<file path="src/rtl/aes_sbox_column_feeder.sv">
// Streams a 128-bit AES state one column per cycle through an external SubBytes word datapath
// and reassembles the result. Define AES_FEEDER_SHIFTROWS_EN to fold ShiftRows into reassembly.
module aes_sbox_column_feeder #(
  parameter int unsigned SB_LAT = 0
) (
  input  logic         clk,
  input  logic         rst_n,
  input  logic         in_valid,
  output logic         in_ready,
  input  logic [127:0] in_state,
  output logic [31:0]  sb_x,
  input  logic [31:0]  sb_y,
  output logic         out_valid,
  input  logic         out_ready,
  output logic [127:0] out_state
);

  typedef enum logic [1:0] {StIdle, StFeed, StDrain, StDone} state_e;

  state_e       state_q, state_d;
  logic [1:0]   iss_cnt_q, iss_cnt_d;
  logic [127:0] st_q, st_d;
  logic [127:0] res_q, res_d;
  logic         out_valid_q, out_valid_d;
  logic         issue;
  logic         cap_vld;
  logic [1:0]   cap_idx;
  logic [1:0]   dst_col;

  assign issue = (state_q == StFeed);

  // Tag pipeline mirrors the external datapath latency so each sb_y lands in its own column.
  if (SB_LAT == 0) begin : g_comb
    assign cap_vld = issue;
    assign cap_idx = iss_cnt_q;
  end else begin : g_pipe
    logic [SB_LAT-1:0] tag_vld_q, tag_vld_d;
    logic [1:0]        tag_idx_q [SB_LAT];
    logic [1:0]        tag_idx_d [SB_LAT];

    always_comb begin
      tag_vld_d[0] = issue;
      tag_idx_d[0] = iss_cnt_q;
      for (int i = 1; i < SB_LAT; i++) begin
        tag_vld_d[i] = tag_vld_q[i-1];
        tag_idx_d[i] = tag_idx_q[i-1];
      end
    end

    always_ff @(posedge clk or negedge rst_n) begin
      if (!rst_n) begin
        tag_vld_q <= '0;
        for (int i = 0; i < SB_LAT; i++) tag_idx_q[i] <= '0;
      end else begin
        tag_vld_q <= tag_vld_d;
        for (int i = 0; i < SB_LAT; i++) tag_idx_q[i] <= tag_idx_d[i];
      end
    end

    assign cap_vld = tag_vld_q[SB_LAT-1];
    assign cap_idx = tag_idx_q[SB_LAT-1];
  end

  always_comb begin
    state_d     = state_q;
    iss_cnt_d   = iss_cnt_q;
    st_d        = st_q;
    out_valid_d = out_valid_q;
    unique case (state_q)
      StIdle: begin
        if (in_valid) begin
          st_d      = in_state;
          iss_cnt_d = '0;
          state_d   = StFeed;
        end
      end
      StFeed: begin
        iss_cnt_d = iss_cnt_q + 2'd1;
        if (iss_cnt_q == 2'd3) begin
          if (SB_LAT == 0) begin
            state_d     = StDone;
            out_valid_d = 1'b1;
          end else begin
            state_d = StDrain;
          end
        end
      end
      StDrain: begin
        if (cap_vld && (cap_idx == 2'd3)) begin
          state_d     = StDone;
          out_valid_d = 1'b1;
        end
      end
      StDone: begin
        if (out_ready) begin
          state_d     = StIdle;
          out_valid_d = 1'b0;
        end
      end
      default: state_d = StIdle;
    endcase
  end

  // Byte row r of the captured word goes to column (idx - r) mod 4 when ShiftRows is folded in.
  always_comb begin
    res_d   = res_q;
    dst_col = '0;
    if (cap_vld) begin
      for (int r = 0; r < 4; r++) begin
`ifdef AES_FEEDER_SHIFTROWS_EN
        dst_col = cap_idx - 2'(r);
`else
        dst_col = cap_idx;
`endif
        res_d[8*(15 - 4*int'(dst_col) - r) +: 8] = sb_y[8*(3 - r) +: 8];
      end
    end
  end

  always_ff @(posedge clk or negedge rst_n) begin
    if (!rst_n) begin
      state_q     <= StIdle;
      iss_cnt_q   <= '0;
      st_q        <= '0;
      res_q       <= '0;
      out_valid_q <= 1'b0;
    end else begin
      state_q     <= state_d;
      iss_cnt_q   <= iss_cnt_d;
      st_q        <= st_d;
      res_q       <= res_d;
      out_valid_q <= out_valid_d;
    end
  end

  always_comb begin
    sb_x = '0;
    if (state_q == StFeed) sb_x = st_q[32*(3 - int'(iss_cnt_q)) +: 32];
  end

  assign in_ready  = (state_q == StIdle);
  assign out_valid = out_valid_q;
  assign out_state = res_q;

endmodule
</file>
<file path="config.mk">
export PLATFORM = sky130hd
export DESIGN_NAME = aes_sbox_column_feeder
export DESIGN_NICKNAME = d
export VERILOG_FILES = /design/src/rtl/aes_sbox_column_feeder.sv
export SDC_FILE = /design/constraint.sdc
export NUM_CORES = 1
export LEC_CHECK = 0
export BUFFER_PORTS_ARGS = -buffer_cell sky130_fd_sc_hd__buf_2
export CORE_AREA = 4 4 148 222
export CTS_BUF_LIST = sky130_fd_sc_hd__clkbuf_2 sky130_fd_sc_hd__clkbuf_4 sky130_fd_sc_hd__clkbuf_8
export CTS_CLUSTER_DIAMETER = 80
export DETAILED_ROUTE_END_ITERATION = 10
export DIE_AREA = 0 0 152 226
export PLACE_DENSITY = 0.56
export SETUP_SLACK_MARGIN = 0.3
export SYNTH_ARGS = -nofsm -noshare
export SYNTH_HDL_FRONTEND = slang
export SYNTH_SLANG_ARGS = --single-unit
</file>
<file path="constraint.sdc">
create_clock -name clk -period 2.85 [get_ports clk]
set_input_delay 0.1425 -clock clk [delete_from_list [all_inputs] [get_ports clk]]
set_output_delay 0.1425 -clock clk [all_outputs]
set_load 0.01 [all_outputs]
</file>
-- Word-level counts from Yosys, hierarchy flattened
Cells that the tools add are included.
- register bits: 261
- bits of input ports: 164
- output and inout port bits: 162
- logic and storage cells: 56
- add/subtract/negate cells: 10
- equal/unequal tests: 8
- shifts and indexed selects: 9
- multiplexer cells: 16
- reduce and logical (&&, ||, !) cells: 8
- operator list (kind ; count):
    $bwmux W128 ; 4
    $shift A8 B33 Y128 const A ; 4
    $shiftx A8 B33 Y128 ; 4
    $shiftx A128 B8 Y32 ; 1
    $neg A32 Y33 ; 2
    $neg A8 Y33 ; 1
    $neg A9 Y33 ; 1
    $mux W32 ; 1
    $sub A5 B3 Y6 const B ; 2
    $mux W2 ; 5
    $pmux W2 S4 ; 1
    $reduce_and A4 Y1 ; 2
    $eq A2 B2 Y1 const B ; 3
    $ne A2 B2 Y1 const B ; 3
    $sub A5 B2 Y6 const B ; 1
    $sub A4 B4 Y5 const A ; 1
    $pmux W2 S2 ; 1
    $reduce_and A2 Y1 ; 2
    $mux W1 ; 3
    $pmux W1 S3 ; 1
    $reduce_bool A3 Y1 ; 1
    $sub A2 B2 Y3 const A ; 1
    $add A2 B1 Y2 const B ; 1
    $eq A2 B1 Y1 const B ; 1
    4 further kinds ; 4

-- Depth between registers and ports, before layout
Gate-level depths: netlist (run 1).
- word-level depth: 7
- gate-level depth with buffers: 7
- depth with buffers taken out: 5

-- Worst setup path before layout (run 1)
Ideal clock, no wire load.
- kind: register to register
- start point: register iss_cnt_q[1], in the netlist cap_idx[1]
- end point: register res_q[36], in the netlist out_state[36]
- setup time: 0.122 ns
- arrival time: 1.631 ns
- data required time: 2.728 ns
- setup slack: 1.097 ns
- stages on the path, launching flop included: 7
- buffers on the path: 2
- period minus slack after synthesis: 1.753 ns
- cells stage by stage: dfrtp_1 -> buf_2 -> inv_1 -> ha_1 -> and4_1 -> buf_2 -> a32o_1
- word-level cells in the longest chain between the ends: 7
- elaborated cells between the ends (all ways): 20
- classes of those cells: add/sub: 8; shift: 8; mux: 4
- ends and longest elaborated chain (element ; RTL line ; RTL):
    from (decl) ; 21 ; logic [1:0] iss_cnt_q, iss_cnt_d;
    from (signal assigned) ; 129 ; iss_cnt_q <= iss_cnt_d;
    $sub A4 B4 Y5 (*) ; 115 ; res_d[8*(15 - 4*int'(dst_col) - r) +: 8] = sb_y[8*(3 - r) +: 8];
    $sub A5 B2 Y6 / $neg A8 Y33 (equally long branches) ; 115 ;
    $neg A32 Y33 (tied with other cells) ; 115 ;
    $shiftx A8 B33 Y128 (tied with other cells) ; 115 ;
    $bwmux W128 (2 in a row) ; 115 ;
    $bwmux W128 (*) ; 115 ;
    to (signal assigned) ; 131 ; res_q <= res_d;
    to (decl) ; 23 ; logic [127:0] res_q, res_d;
Mark *: on every way between the ends. The rest lies on a longest branch, timed or not.
A chain may end at the register's enable or synchronous reset.

-- Final worst setup path (run 1)
- start point: register iss_cnt_q[0], in the netlist cap_idx[0]
- end point: output sb_x[8]
- word-level cells in the longest chain between the ends: 3
- ends and longest elaborated chain (element ; RTL line ; RTL):
    $sub A2 B2 Y3 ; 138 ; if (state_q == StFeed) sb_x = st_q[32*(3 - int'(iss_cnt_q)) +: 32];
    $shiftx A128 B8 Y32 ; 138 ;
    $mux W32 ; 138 ;
    to (decl) ; 11 ; output logic [31:0] sb_x,
Every way passes these cells.

==> impl_results.md, run 1 <==
* Critical Path RT at 2.71 ns
* Post-route setup slack at about 0.47 ns
* Place WS at between 0.5 and 0.6 ns
* Area leader, netlist: dfrtp_1
* Hold WC Path Type: in -> async
* Total die area at 34400 sq um
* Total power at 15.4 mW
* Core box area at 30800 sq um
* Power density cells at 1010 nW/um^2
* Clk sinks at around 260
* RSZ-0062 raised after global routing: no
* Final Max Slew Viols at 0
* Post-Syn Area at about 11000 sq um
* Global placer's final weighted congestion at 0.737
* Vias/cell at 5.00
* Layout cell share with drive strength beyond 1 at 48.2%
* Grt ovf at 0
* Worst relative slew slack at 28.1%
* Max-Cap Viols at 0
* Root Buffer: clkbuf_8
* Initial antenna violation count at 1
* Max rail drop VDD at around 0.55 mV
* Mapped Cells at 676
* # nets final at 1355
* Post-route DRC at 0
* Setup TNS at 0 ns
* Tmin final at roughly 2.4 ns
* H-Tree Depth at 2
* Design area at ~15000 sq um
* Crit Path Category: reg -> out
* Worst setup EP type: output port
* Finish-stage setup viols at 0
* Largest net degree at the start of global routing at 93
* Mapped Nets at ~850
* Share of the synthesized area in the top cell type at 60.9%
* Placed inst area at about 13000 sq um
* Synth warn at 0
* Rows at between 70 and 80
* Starting Density at a little over a third
* P_leak at roughly 7.5 nW
* Status: finished clean
* Die Y at roughly 230 um
* Clock Skew at between 0.01 and 0.015 ns
* Clk buf depth at 3
* First DRT Iteration DRCs at ~250
* First-pass DRT Iterations at 4
* Number of global-route vias before repair at about 8900
* Period utilization at around 83%
* Post-route ant nets at 0
* Mapped Avg Cell Area at 15.9 sq um
* Die width at roughly 150 um
* #FFs+latches synth at 261
* Clock slew at reported path FFs at approximately 0.060 ns
* Number of buffers created by CTS at approximately 40
* Synth top area cells: dfrtp_1, mux2_2, a22o_1
* First-pass GRT wire length at between 40000 and 50000 um
* Num ports at ~330
* End-of-flow core utilization at between 40% and 50%
* Distinct cells, synth at 29
* Max Fclk at 420 MHz
* Wire per inst at 19.5 um
* Final Hold Fails at 0
* CTS tree: yes
* GR Util All Layers at a little under a fifth
* CP Data Arrival Time at 2.24 ns
* R2R Setup Slk at approximately 0.55 ns
* Synthesis-to-layout area growth at 42.1%
* Routed vias at 8006
* Crit Path Max Fanout at 37
* Final wirelength at 31200 um
* Crit start category: flip-flop
* Port-buffer cells at roughly 330
* Worst Max-Slew Pin Slew at 1.08 ns
* Clk_lat worst skew at roughly 0.56 ns
* Seq/Total Area, Yosys at 60.9%
* Detail Placement HPWL at 20500 um
critical path: stages (launching register included):
cell and delay, ns:
dfrtp_2 0.43, buf_12 0.29, mux4_1 0.60, and2_1 0.17, buf_2 0.14
routing by layer:
layer | track usage, % | part of all wire, % | up-vias
met1 | 21.7 | 39 | 4091
met4 | 5.51 | 2.3 | 0
met3 | 5.14 | 7.2 | 54
met5 | 0 | 0 | -
li1 | - | - | 3543
met2 | 31.6 | 51 | 318
cells by family after synthesis:
group / share of synthesized area, %
simple gates: 3.44
fa+ha+maj: 1.28
compound gates: 11.0
mux: 20.4
buf+inv: 2.94
flops: 60.9
cells in the mapped netlist:
master / instances
buf_12: 3
ha_1: 11
nor3_2: 2
mux4_2: 31
nor2b_1: 1
buf_6: 1
dfrtp_1: 261
inv_1: 6
nand2_2: 1
nand2_1: 8
buf_4: 7
nand2b_1: 1
and4_1: 2
and2_1: 32
a22o_1: 127
o41ai_1: 4
nand3_1: 1
a2111oi_2: 1
nor4_4: 1
mux2i_1: 1
mux2_2: 129
nor2b_4: 1
and3_1: 1
clkbuf_1: 13
nor2_1: 1
a32o_1: 2
mux4_1: 1
nor3_4: 2
buf_2: 24
flip-flops by register name, indices dropped and copies added (netlist names):
register / flops
out_valid: 1
cap_idx: 2
st_q: 128
out_state: 128
state_q: 2
worst paths after layout:
kind,startpoint,to,depth (start not counted)
max in group asynchronous,rst_n,cap_idx[1]$_DFFE_PN0P_,3
min in group clk,in_state[4],st_q[4]$_DFFE_PN0P_,3
worst max register to register,state_q[1]$_DFFE_PN0P_,out_state[93]$_DFFE_PN0P_,5
worst max-delay path,cap_idx[0]$_DFFE_PN0P_,sb_x[8],4
worst min-delay path,rst_n,out_state[78]$_DFFE_PN0P_,2
worst min register to register,st_q[49]$_DFFE_PN0P_,st_q[49]$_DFFE_PN0P_,1
per-stage QoR:
step / hold slack [ns] / instances
CTS: 0.215 / 1601
global route: 0.258 / 1602
floorplan: -0.153 / 676
global placement: 0.229 / 1379
finish: 0.221 / 1602
detailed placement: 0.236 / 1379
layout make-up:
type                       instances  area (sq um)
multi-input combinational        361          3890
antenna                            1          2.50
timing repair buffer             509          3500
sequential                       261          6530
fill                            2724         15600
clock buffer                      55           707
clock inverter                     4          72.6
inverter                           6          22.5
tap                              405           507
layout by cell type, fill, tap and decap left out, drive strengths merged, types with 6 or more instances in the layout:
cell type	n
dlygate4sd3	163
mux2	129
inv	6
ha	11
clkbuf	55
mux4	32
buf	346
nand2	9
and2	32
dfrtp	261
a22o	127
where the power goes:
part	internal, mW	total [mW]	switching, mW
clock network	1.76	3.19	1.43
logic	3.30	6.01	2.71
registers	5.35	6.23	0.879
total	10.4	15.4	5.02
timing repair:
item,4_1_cts,5_1_grt
pin swaps,0,0
hold endpoints to repair,344,0
buffers inserted,0,0
hold buffers,163,0
gates resized for setup,1,1
endpoints found under the setup margin,1,1
Note: power is estimated with default switching activity, not from simulation.
==> run 2, diff against run 1 <==
- clock period: 2.85 -> 2.4 ns (I/O delays scaled with it)
==> impl_results.md, run 2 (synthesized netlist as in run 1, its figures left out) <==
* R2R Setup Slk at 0.44 ns (was 0.55 ns)
* Post-route setup slack at 0.208 ns (was 0.471 ns)
* Worst R2R Start: cap_idx[0]$_DFFE_PN0P_ (was state_q[1]$_DFFE_PN0P_)
* Worst setup EP type: output port (unchanged)
* H-Tree Depth at 2 (unchanged)
* # nets final at 1372 (was 1355)
* Crit start category: flip-flop (unchanged)
* Status: finished clean (unchanged)
* N_diodes at 0 (was 1)
* Max-Cap Viols at 0 (unchanged)
* Core box area at 30800 sq um (unchanged)
* Clk_lat worst skew at 0.54 ns (was 0.56 ns)
* End-of-flow core utilization at 51.1% (was 49.4%)
* CP top delay family: multiplexers (unchanged)
* Fin Hold WS at 0.162 ns (was 0.221 ns)
* Worst relative slew slack at 60.2% (was 28.1%)
* Root Buffer: clkbuf_8 (unchanged)
* Routed vias at 8073 (was 8006)
* Worst path max stage delay at 0.50 ns (was 0.60 ns)
* GR Util All Layers at 18.7% (was 18.1%)
* Number of global-route vias before repair at 9139 (was 8901)
* Detail Placement HPWL at 21300 um (was 20500 um)
* First-pass DRT Iterations at 4 (unchanged)
* Critical Path RT at 2.28 ns (was 2.71 ns)
* Number of buffers created by CTS at 42 (was 41)
* Rows at 79 (unchanged)
* Num ports at 326 (unchanged)
* Post-route ant nets at 0 (unchanged)
* CTS tree: yes (unchanged)
* Clk buf depth at 3 (unchanged)
* Crit Path Category: reg -> out (unchanged)
* Reg2reg path depth at 6 (was 5)
* Synthesis-to-layout area growth at 46.9% (was 42.1%)
* RSZ-0062 raised after global routing: yes (was no)
* Period utilization at 91.4%
* Global placer's final weighted congestion at 0.760 (was 0.737)
* Layout cell share with drive strength beyond 1 at 50.9% (was 48.2%)
* Clk sinks at 261 (unchanged)
* Place WS at 0.437 ns (was 0.509 ns)
* Crit path cell chain: buf_4 -> buf_12 -> mux4_2 -> and2_1 -> buf_2 (was buf_12 -> mux4_1 -> and2_1 -> buf_2)
* Finish-stage setup viols at 0 (unchanged)
* Die width at 152 um (unchanged)
* Worst path bufs/invs at 3 (was 2)
* Tmin final at between 2 and 2.5 ns
* Final Max Slew Viols at 0 (unchanged)
* Slowest cell on the critical path: mux4_2 (was mux4_1)
* P_leak at 7.71 nW (was 7.47 nW)
* Max rail drop VDD at 0.678 mV (was 0.552 mV)
* Setup TNS at 0 ns (unchanged)
* Hold WC Path Type: in -> async (unchanged)
* Crit Path Max Fanout at 8 (was 37)
* Final wirelength at 32300 um (was 31200 um)
* Wire per inst at 19.8 um (was 19.5 um)
* Final Hold Fails at 0 (unchanged)
* DP Cell Count at 1383 (was 1379)
* Clock Skew at 0.0128 ns (was 0.0109 ns)
* Total die area at 34400 sq um (unchanged)
* Power density cells at 1240 nW/um^2 (was 1010 nW/um^2)
* R2R Path End: out_state[4]$_DFFE_PN0P_ (was out_state[93]$_DFFE_PN0P_)
* CP Data Arrival Time at 2.07 ns (was 2.24 ns)
* Most common cell after layout, fill and taps aside: buf_2 (unchanged)
* Grt ovf at 0 (unchanged)
* Worst Max-Slew Pin Slew at 0.597 ns (was 1.08 ns)
* Clock slew at reported path FFs at 0.06 ns (about the same)
* Post-route DRC at 0 (unchanged)
* First-pass GRT wire length at 51200 um (was 50000 um)
* Starting Density at 34.8% (unchanged)
* Layout Cells excl Fill at 1626 (was 1602)
* First DRT Iteration DRCs at 252 (was 247)
* Vias/cell at 4.96 (was 5.00)
* Initial antenna violation count at 0 (was 1)
* Largest net degree at the start of global routing at 72 (was 93)
* Port-buffer cells at 325 (unchanged)
* Die Y at 226 um (unchanged)
* Max Fclk at between 400 and 500 MHz
* Most frequent cells in the layout: buf_2, dfrtp_1, dlygate4sd3_1 (unchanged)
run 2: changes by cell type in the layout (fill, tap and decap cells not counted), moves of 2 or more:
cell	before	now
and2_1	32	13
and2_4	0	19
buf_12	5	8
buf_16	0	3
buf_2	324	305
buf_4	14	21
buf_6	2	22
buf_8	1	3
clkbuf_4	8	11
clkbuf_8	47	51
clkinv_2	1	3
run 2: power by group:
part           internal, mW  total [mW]  switching [mW]
clock                  2.39        4.08            1.68
sequential             6.35        7.43            1.08
combinational          4.63        8.08            3.45
run 2: through the flow:
| stage | area (sq um) | power (mW) |
|---|---|---|
| finish | 15800 | 19.6 |
| global route | 15800 | 20.8 |
| CTS | 15700 | 19.8 |
| detailed placement | 12900 | 14.6 |
| global placement | 12900 | 14.4 |
| floorplan | 10700 | 11.9 |
run 2: how the worst max path moves through the flow:
stage                                 startpoint                   endpoint  cells after the start
after floorplan           cap_idx[1]$_DFFE_PN0P_  out_state[36]$_DFFE_PN0P_                      6
after global placement    state_q[1]$_DFFE_PN0P_  out_state[36]$_DFFE_PN0P_                      5
after detailed placement  state_q[1]$_DFFE_PN0P_  out_state[36]$_DFFE_PN0P_                      5
after CTS                 cap_idx[0]$_DFFE_PN0P_                    sb_x[6]                      5
after global routing      cap_idx[0]$_DFFE_PN0P_                    sb_x[9]                      6
final                     cap_idx[0]$_DFFE_PN0P_                   sb_x[29]                      5
run 2: layer usage:
metal	vias up	track usage, %	share of wire, %
met5	-	0	0
li1	3593	-	-
met2	316	33.2	52
met3	63	5.33	6.6
met1	4101	21.5	39
met4	0	6.70	2.9
run 2: area by class of cell:
cell class | count | area (sq um)
multi-input cells | 361 | 3950
clock buffers | 62 | 785
well taps | 405 | 507
flip-flops and latches | 261 | 6530
clock inverters | 6 | 105
repair buffers | 525 | 3850
inverters | 6 | 22.5
fillers | 2690 | 15100
run 2: repair_timing:
| item | in CTS | in global routing |
|---|---|---|
| pin swaps | 4 | 1 |
| hold buffers | 163 | 0 |
| endpoints found under the setup margin | 32 | 32 |
| setup buffers | 5 | 4 |
| hold endpoints to repair | 366 | 0 |
| gates resized for setup | 57 | 2 |
| cloned | 3 | 0 |
run 2: worst reg2reg max path: stages (launching register included):
cell     delay (ns)
dfrtp_2        0.43
buf_4          0.17
buf_4          0.16
inv_1          0.12
ha_1           0.32
nor4_4         0.51
a22o_1         0.20
